==> config.mk <==
export PLATFORM = sky130hd
export DESIGN_NAME = psum_drain
export DESIGN_NICKNAME = d
export VERILOG_FILES = /design/src/rtl/sfu_pkg.sv /design/src/rtl/psum_relu.sv /design/src/rtl/psum_drain.sv
export SDC_FILE = /design/constraint.sdc
export NUM_CORES = 1
export LEC_CHECK = 0
export CORE_MARGIN = 2
export CORE_UTILIZATION = 43
export DETAILED_ROUTE_END_ITERATION = 7
export HOLD_SLACK_MARGIN = 0.02
export PLACE_DENSITY = 0.86
export REMOVE_ABC_BUFFERS = 1
export SYNTH_ARGS = -nofsm -noshare
export SYNTH_HDL_FRONTEND = slang
export SYNTH_SLANG_ARGS = --single-unit
==> constraint.sdc <==
create_clock -name clk -period 7.79 [get_ports clk]
set_clock_uncertainty 0.2 [all_clocks]
set_input_delay 1.558 -clock clk [delete_from_list [all_inputs] [get_ports clk]]
set_output_delay 1.558 -clock clk [all_outputs]
set_load 0.01 [all_outputs]
==> src/rtl/sfu_pkg.sv <==
// Shared SFU definitions: bank geometry, psum lane types and the
// drain FSM state encoding used by the psum read-out path.
package sfu_pkg;

    localparam int NUM_CH  = 8;
    localparam int NUM_PIX = 16;
    localparam int PSUM_BW = 16;
    localparam int ADDR_W  = 11;

    localparam int IDX_W  = $clog2(NUM_PIX);
    localparam int CNT_W  = $clog2(NUM_PIX + 1);
    localparam int WORD_W = NUM_CH * PSUM_BW;

    typedef logic signed [PSUM_BW-1:0] psum_t;
    typedef psum_t psum_word_t [NUM_CH];

    typedef enum logic [2:0] {
        S_IDLE,
        S_FILL,
        S_STREAM,
        S_FLUSH,
        S_DONE
    } drain_state_e;

endpackage

==> src/rtl/psum_relu.sv <==
// Per-lane ReLU over one bank word; negative lanes clamp to 0 when
// relu_en is set. Ports: relu_en, din (packed word), dout (packed word).
module psum_relu
    import sfu_pkg::*;
(
    input  logic              relu_en,
    input  logic [WORD_W-1:0] din,
    output logic [WORD_W-1:0] dout
);

    psum_word_t lane;

    always_comb begin
        dout = '0;
        for (int i = 0; i < NUM_CH; i++) begin
            lane[i] = psum_t'(din[i*PSUM_BW +: PSUM_BW]);
            if (relu_en && lane[i][PSUM_BW-1]) begin
                dout[i*PSUM_BW +: PSUM_BW] = '0;
            end else begin
                dout[i*PSUM_BW +: PSUM_BW] = lane[i];
            end
        end
    end

endmodule

==> src/rtl/psum_drain.sv <==
// Walks the SFU psum bank pixel by pixel and streams ReLU'd words to the
// output SRAM over valid/ready; pulses done/bank_clr after the last word.
// Ports: clk, reset, start, base_addr, relu_en, bank_idx, bank_data,
//        o_valid, o_ready, o_addr, o_data, busy, done, bank_clr.
module psum_drain
    import sfu_pkg::*;
(
    input  logic              clk,
    input  logic              reset,
    input  logic              start,
    input  logic [ADDR_W-1:0] base_addr,
    input  logic              relu_en,
    output logic [IDX_W-1:0]  bank_idx,
    input  logic [WORD_W-1:0] bank_data,
    output logic              o_valid,
    input  logic              o_ready,
    output logic [ADDR_W-1:0] o_addr,
    output logic [WORD_W-1:0] o_data,
    output logic              busy,
    output logic              done,
    output logic              bank_clr
);

    drain_state_e      state_q, state_d;
    logic [CNT_W-1:0]  pix_cnt_q, pix_cnt_d;
    logic [ADDR_W-1:0] base_q, base_d;
    logic              relu_q, relu_d;
    logic              o_valid_q, o_valid_d;
    logic [ADDR_W-1:0] o_addr_q, o_addr_d;
    logic [WORD_W-1:0] o_data_q, o_data_d;
    logic [WORD_W-1:0] relu_word;
    logic              hs;

    psum_relu u_relu (
        .relu_en (relu_q),
        .din     (bank_data),
        .dout    (relu_word)
    );

    assign hs = o_valid_q & o_ready;

    always_comb begin
        state_d   = state_q;
        pix_cnt_d = pix_cnt_q;
        base_d    = base_q;
        relu_d    = relu_q;
        o_valid_d = o_valid_q;
        o_addr_d  = o_addr_q;
        o_data_d  = o_data_q;
        unique case (state_q)
            S_IDLE: begin
                if (start) begin
                    state_d   = S_FILL;
                    base_d    = base_addr;
                    relu_d    = relu_en;
                    pix_cnt_d = '0;
                end
            end
            S_FILL: begin
                o_data_d  = relu_word;
                o_addr_d  = base_q;
                o_valid_d = 1'b1;
                pix_cnt_d = CNT_W'(1);
                state_d   = (NUM_PIX == 1) ? S_FLUSH : S_STREAM;
            end
            S_STREAM: begin
                // bank_idx tracks pix_cnt, so a stall holds the read index
                if (hs) begin
                    o_data_d  = relu_word;
                    o_addr_d  = base_q + ADDR_W'(pix_cnt_q);
                    pix_cnt_d = pix_cnt_q + CNT_W'(1);
                    if (pix_cnt_q == CNT_W'(NUM_PIX - 1)) begin
                        state_d = S_FLUSH;
                    end
                end
            end
            S_FLUSH: begin
                if (hs) begin
                    o_valid_d = 1'b0;
                    state_d   = S_DONE;
                end
            end
            S_DONE: begin
                pix_cnt_d = '0;
                state_d   = S_IDLE;
            end
            default: begin
                state_d = S_IDLE;
            end
        endcase
    end

    always_ff @(posedge clk or posedge reset) begin
        if (reset) begin
            state_q   <= S_IDLE;
            pix_cnt_q <= '0;
            base_q    <= '0;
            relu_q    <= 1'b0;
            o_valid_q <= 1'b0;
            o_addr_q  <= '0;
            o_data_q  <= '0;
        end else begin
            state_q   <= state_d;
            pix_cnt_q <= pix_cnt_d;
            base_q    <= base_d;
            relu_q    <= relu_d;
            o_valid_q <= o_valid_d;
            o_addr_q  <= o_addr_d;
            o_data_q  <= o_data_d;
        end
    end

    assign bank_idx = pix_cnt_q[IDX_W-1:0];
    assign o_valid  = o_valid_q;
    assign o_addr   = o_addr_q;
    assign o_data   = o_data_q;
    assign busy     = (state_q == S_FILL) || (state_q == S_STREAM) ||
                      (state_q == S_FLUSH);
    assign done     = (state_q == S_DONE);
    assign bank_clr = (state_q == S_DONE);

endmodule

==> qor.yml <==
outcome:
  outcome: "complete, no violations"
route:
  vias_per_cell: 5.03
  drt-met1-wl_um: 7930
  route.met3.wl_um: 1530
  drt-pass1-iter-count: 4
  drtIter0Drc: 254
  drc: 0
  wl_per_cell_um: 15.9
  wirelength_um: 19700
  highest_layer: "met4"
  drt.antenna.violating_nets: 0
  vias: 6233
  wl_met2_um: 9730
logic_synthesis:
  synth.top_cell.area_share_pct: 58.4
  synthesis.area_per_instance_um2: 9.18
  seq_area_frac_synth_pct: 58.4
  yosysMostFrequentCell: "nand2_1"
  netlist_top_cells_area: "dfrtp_1, nand2_1, nand3_1"
  yosys_warnings: 0
  syn-instance-count: 746
  synth_area_leader_cell: "dfrtp_1"
  synth-edff-count: 0
  synthTopCellsByCount: "nand2_1, dfrtp_1, nand3_1"
  netlist_area_mm2: 0.00685
  ys_ff_latch: 160
  synth.distinct_cells: 40
  synthFlopType: "dfrtp_1"
  synthArstFlopShare_pct: 100
power:
  pwr-share-seq_pct: 35.2
  ir_drop_mv: 0.233
  switchingPower_w: 0.00153
  power.leakage_nw: 4.85
  comb_power_share_pct: 45.7
  swShare_pct: 37.0
  p_clk_share_pct: 19.2
  power.density_mw_per_mm2: 398
  power.internal_w: 0.00261
worst_setup_path:
  path_delay_family: "buffers and inverters"
  cp-end-kind: "register"
  crit_required_ns: 7.94
  path_depth: 7
  crit_chain: "clkdlybuf4s50_1 -> nand4b_4 -> a21oi_4 -> buf_4 -> buf_4 -> nand3_1 -> nand2_1"
  reg2reg_slack_ns: 4.84
  r2r_end: "o_data[70]"
  criticalPathCategory: "input port to register"
  crit_buf_inv: 3
  reg2reg_from: "state_q[1]"
  max_stage_delay_ns: 0.77
  cp-start-kind: "input port"
  critPathSlowestCell: "buf_4"
  cp-endpoint: "o_data[70]"
  cp_common_cell: "buf_4"
  crit_fanout: 87
  cp.arrival_ns: 4.21
  r2r_cells: 6
  startpoint: "o_ready"
grt:
  track_usage_pct: 22.6
  antenna_found_initial: 0
  grt_pass1_wl_um: 30000
  grt_pass1_vias: 5852
  grt_overflow_total: 0
  grt_max_degree: 88
timing:
  rsz0062_at_grt: "false"
  maxSlewHeadroom_pct: 36.6
  slew_viol_final: 0
  fmax_ghz: 0.246
  fin_crit_ns: 4.07
  finalHoldViolations: 0
  worst_pin_slew_ns: 0.950
  holdWs_ns: 0.261
  post-route-period-util_pct: 52.2
  finalSetupViolations: 0
  tns_ns: 0
place:
  gp_congestion: 0.800
  port_buffers: 290
  hpwl_um: 13500
  post_dp_cell_area_mm2: 0.00984
floorplan:
  pin_count: 291
  start_util_pct: 43.6
  core_mm2: 0.0157
  die_area_mm2: 0.0170
  fp.dieH_um: 130
  die_x_um: 130
  rows: 46
cts:
  cts-root-buf: "clkbuf_16"
  htreeDepth: 4
  postCtsHoldBufs: 0
  cts.clk_slew.worst_paths_ns: 0.06
  post_cts_resized: 0
  numCtsBuffers: 17
  clk_path_buf_depth: 2
  insertion_delay_ns: 0.42
  cts_sinks: 160
  cts_setup_buffers: 0
  cts_tree: "built"
hold_path:
  hp-class: "register to register"
cells_and_area:
  antenna_cells: 0
  final_cell_area_mm2: 0.0104
  final_layout_size_suffix_gt1_share_pct: 4.89
  final.fill_count: 1248
  nets: 1161
  syn_to_final_growth_pct: 51.8
job:
  max-cap-violations: 0
==> how the worst min path moves through the flow <==
stage / start / end / slack (ns) / cells after the start
2_1_floorplan: pix_cnt_q[4] / pix_cnt_q[4] / 0.30 / 2
5_1_grt: o_data[36] / o_data[36] / 0.28 / 2
4_1_cts: o_data[78] / o_data[78] / 0.27 / 2
3_3_place_gp: o_data[88] / o_data[88] / 0.25 / 2
3_5_place_dp: o_data[78] / o_data[78] / 0.25 / 2
6_report: o_data[122] / o_data[122] / 0.26 / 2
==> registers in the layout, indices dropped and copies added, names as in the netlist <==
| register | count |
|---|---|
| state_q | 3 |
| o_data | 128 |
| pix_cnt_q | 5 |
| relu_q | 1 |
| o_addr | 11 |
| base_q | 11 |
| o_valid | 1 |
==> worst register-to-register path: stages, from the launching register on <==
cell and delay (ns):
dfrtp_1 0.60, nand4b_4 0.20, a21oi_4 0.17, buf_4 0.50
buf_4 0.80, nand3_1 0.30, nand2_1 0.12
==> final cells by class <==
type | instances | area, um^2 | share of cell area [%]
tap | 216 | 270 | 2.60
timing repair buffer | 296 | 2950 | 28.3
inverter | 8 | 35.0 | 0.337
sequential | 160 | 4000 | 38.5
multi-input combinational | 526 | 2580 | 24.9
clock inverter | 10 | 114 | 1.09
clock buffer | 22 | 444 | 4.27
==> placed cells by master (no fill, tap or decap), types with 3 or more instances in the layout <==
master / n
clkbuf_1: 5
ha_1: 7
clkinvlp_4: 4
a2111o_1: 3
nor2_1: 15
dfrtp_1: 160
buf_4: 6
nand2b_1: 3
nand2_1: 282
nand3b_1: 9
o21a_1: 5
a31oi_1: 5
a21oi_1: 7
nand3_1: 129
clkdlybuf4s50_1: 290
clkbuf_16: 17
mux2_2: 11
o211ai_1: 7
o31ai_1: 4
inv_1: 7
clkinv_2: 3
o21ai_0: 12
or4_1: 3
==> stage by stage <==
stage	worst slack (ns)	std cells	utilization, %	power, W
2_1_floorplan	1.71	694	-	0.00234
3_3_place_gp	3.38	1206	62.6	0.00329
3_5_place_dp	3.35	1206	62.6	0.00336
4_1_cts	3.79	1238	66.2	0.00417
5_1_grt	3.56	1238	66.2	0.00443
6_report	3.72	1238	66.2	0.00414
==> cell families (layout without fill, tap and decap cells) <==
group	Yosys count	in the layout	synth area share (%)
buffers and inverters	60	336	4.05
AO/OA/AOI/OAI	51	51	5.00
flip-flops	160	160	58.4
adder cells (fa/ha/maj)	8	8	1.57
AND/OR/NAND/NOR	456	456	29.1
multiplexers	11	11	1.81
==> layer usage <==
layer / vias up / GRT usage [%]
met3: 45 / 6.56
met2: 230 / 36.5
met5: - / 0
li1: 3008 / -
met1: 2950 / 28.8
met4: 0 / 8.67
==> power by group through the flow <==
stage               registers, W  clock network, W  logic (W)
floorplan                0.00159                 0   0.000750
global placement         0.00145                 0    0.00184
detailed placement       0.00147                 0    0.00189
CTS                      0.00146          0.000808    0.00190
global route             0.00151          0.000841    0.00208
finish                   0.00146          0.000793    0.00189
Power figures use the tool's default switching activity.
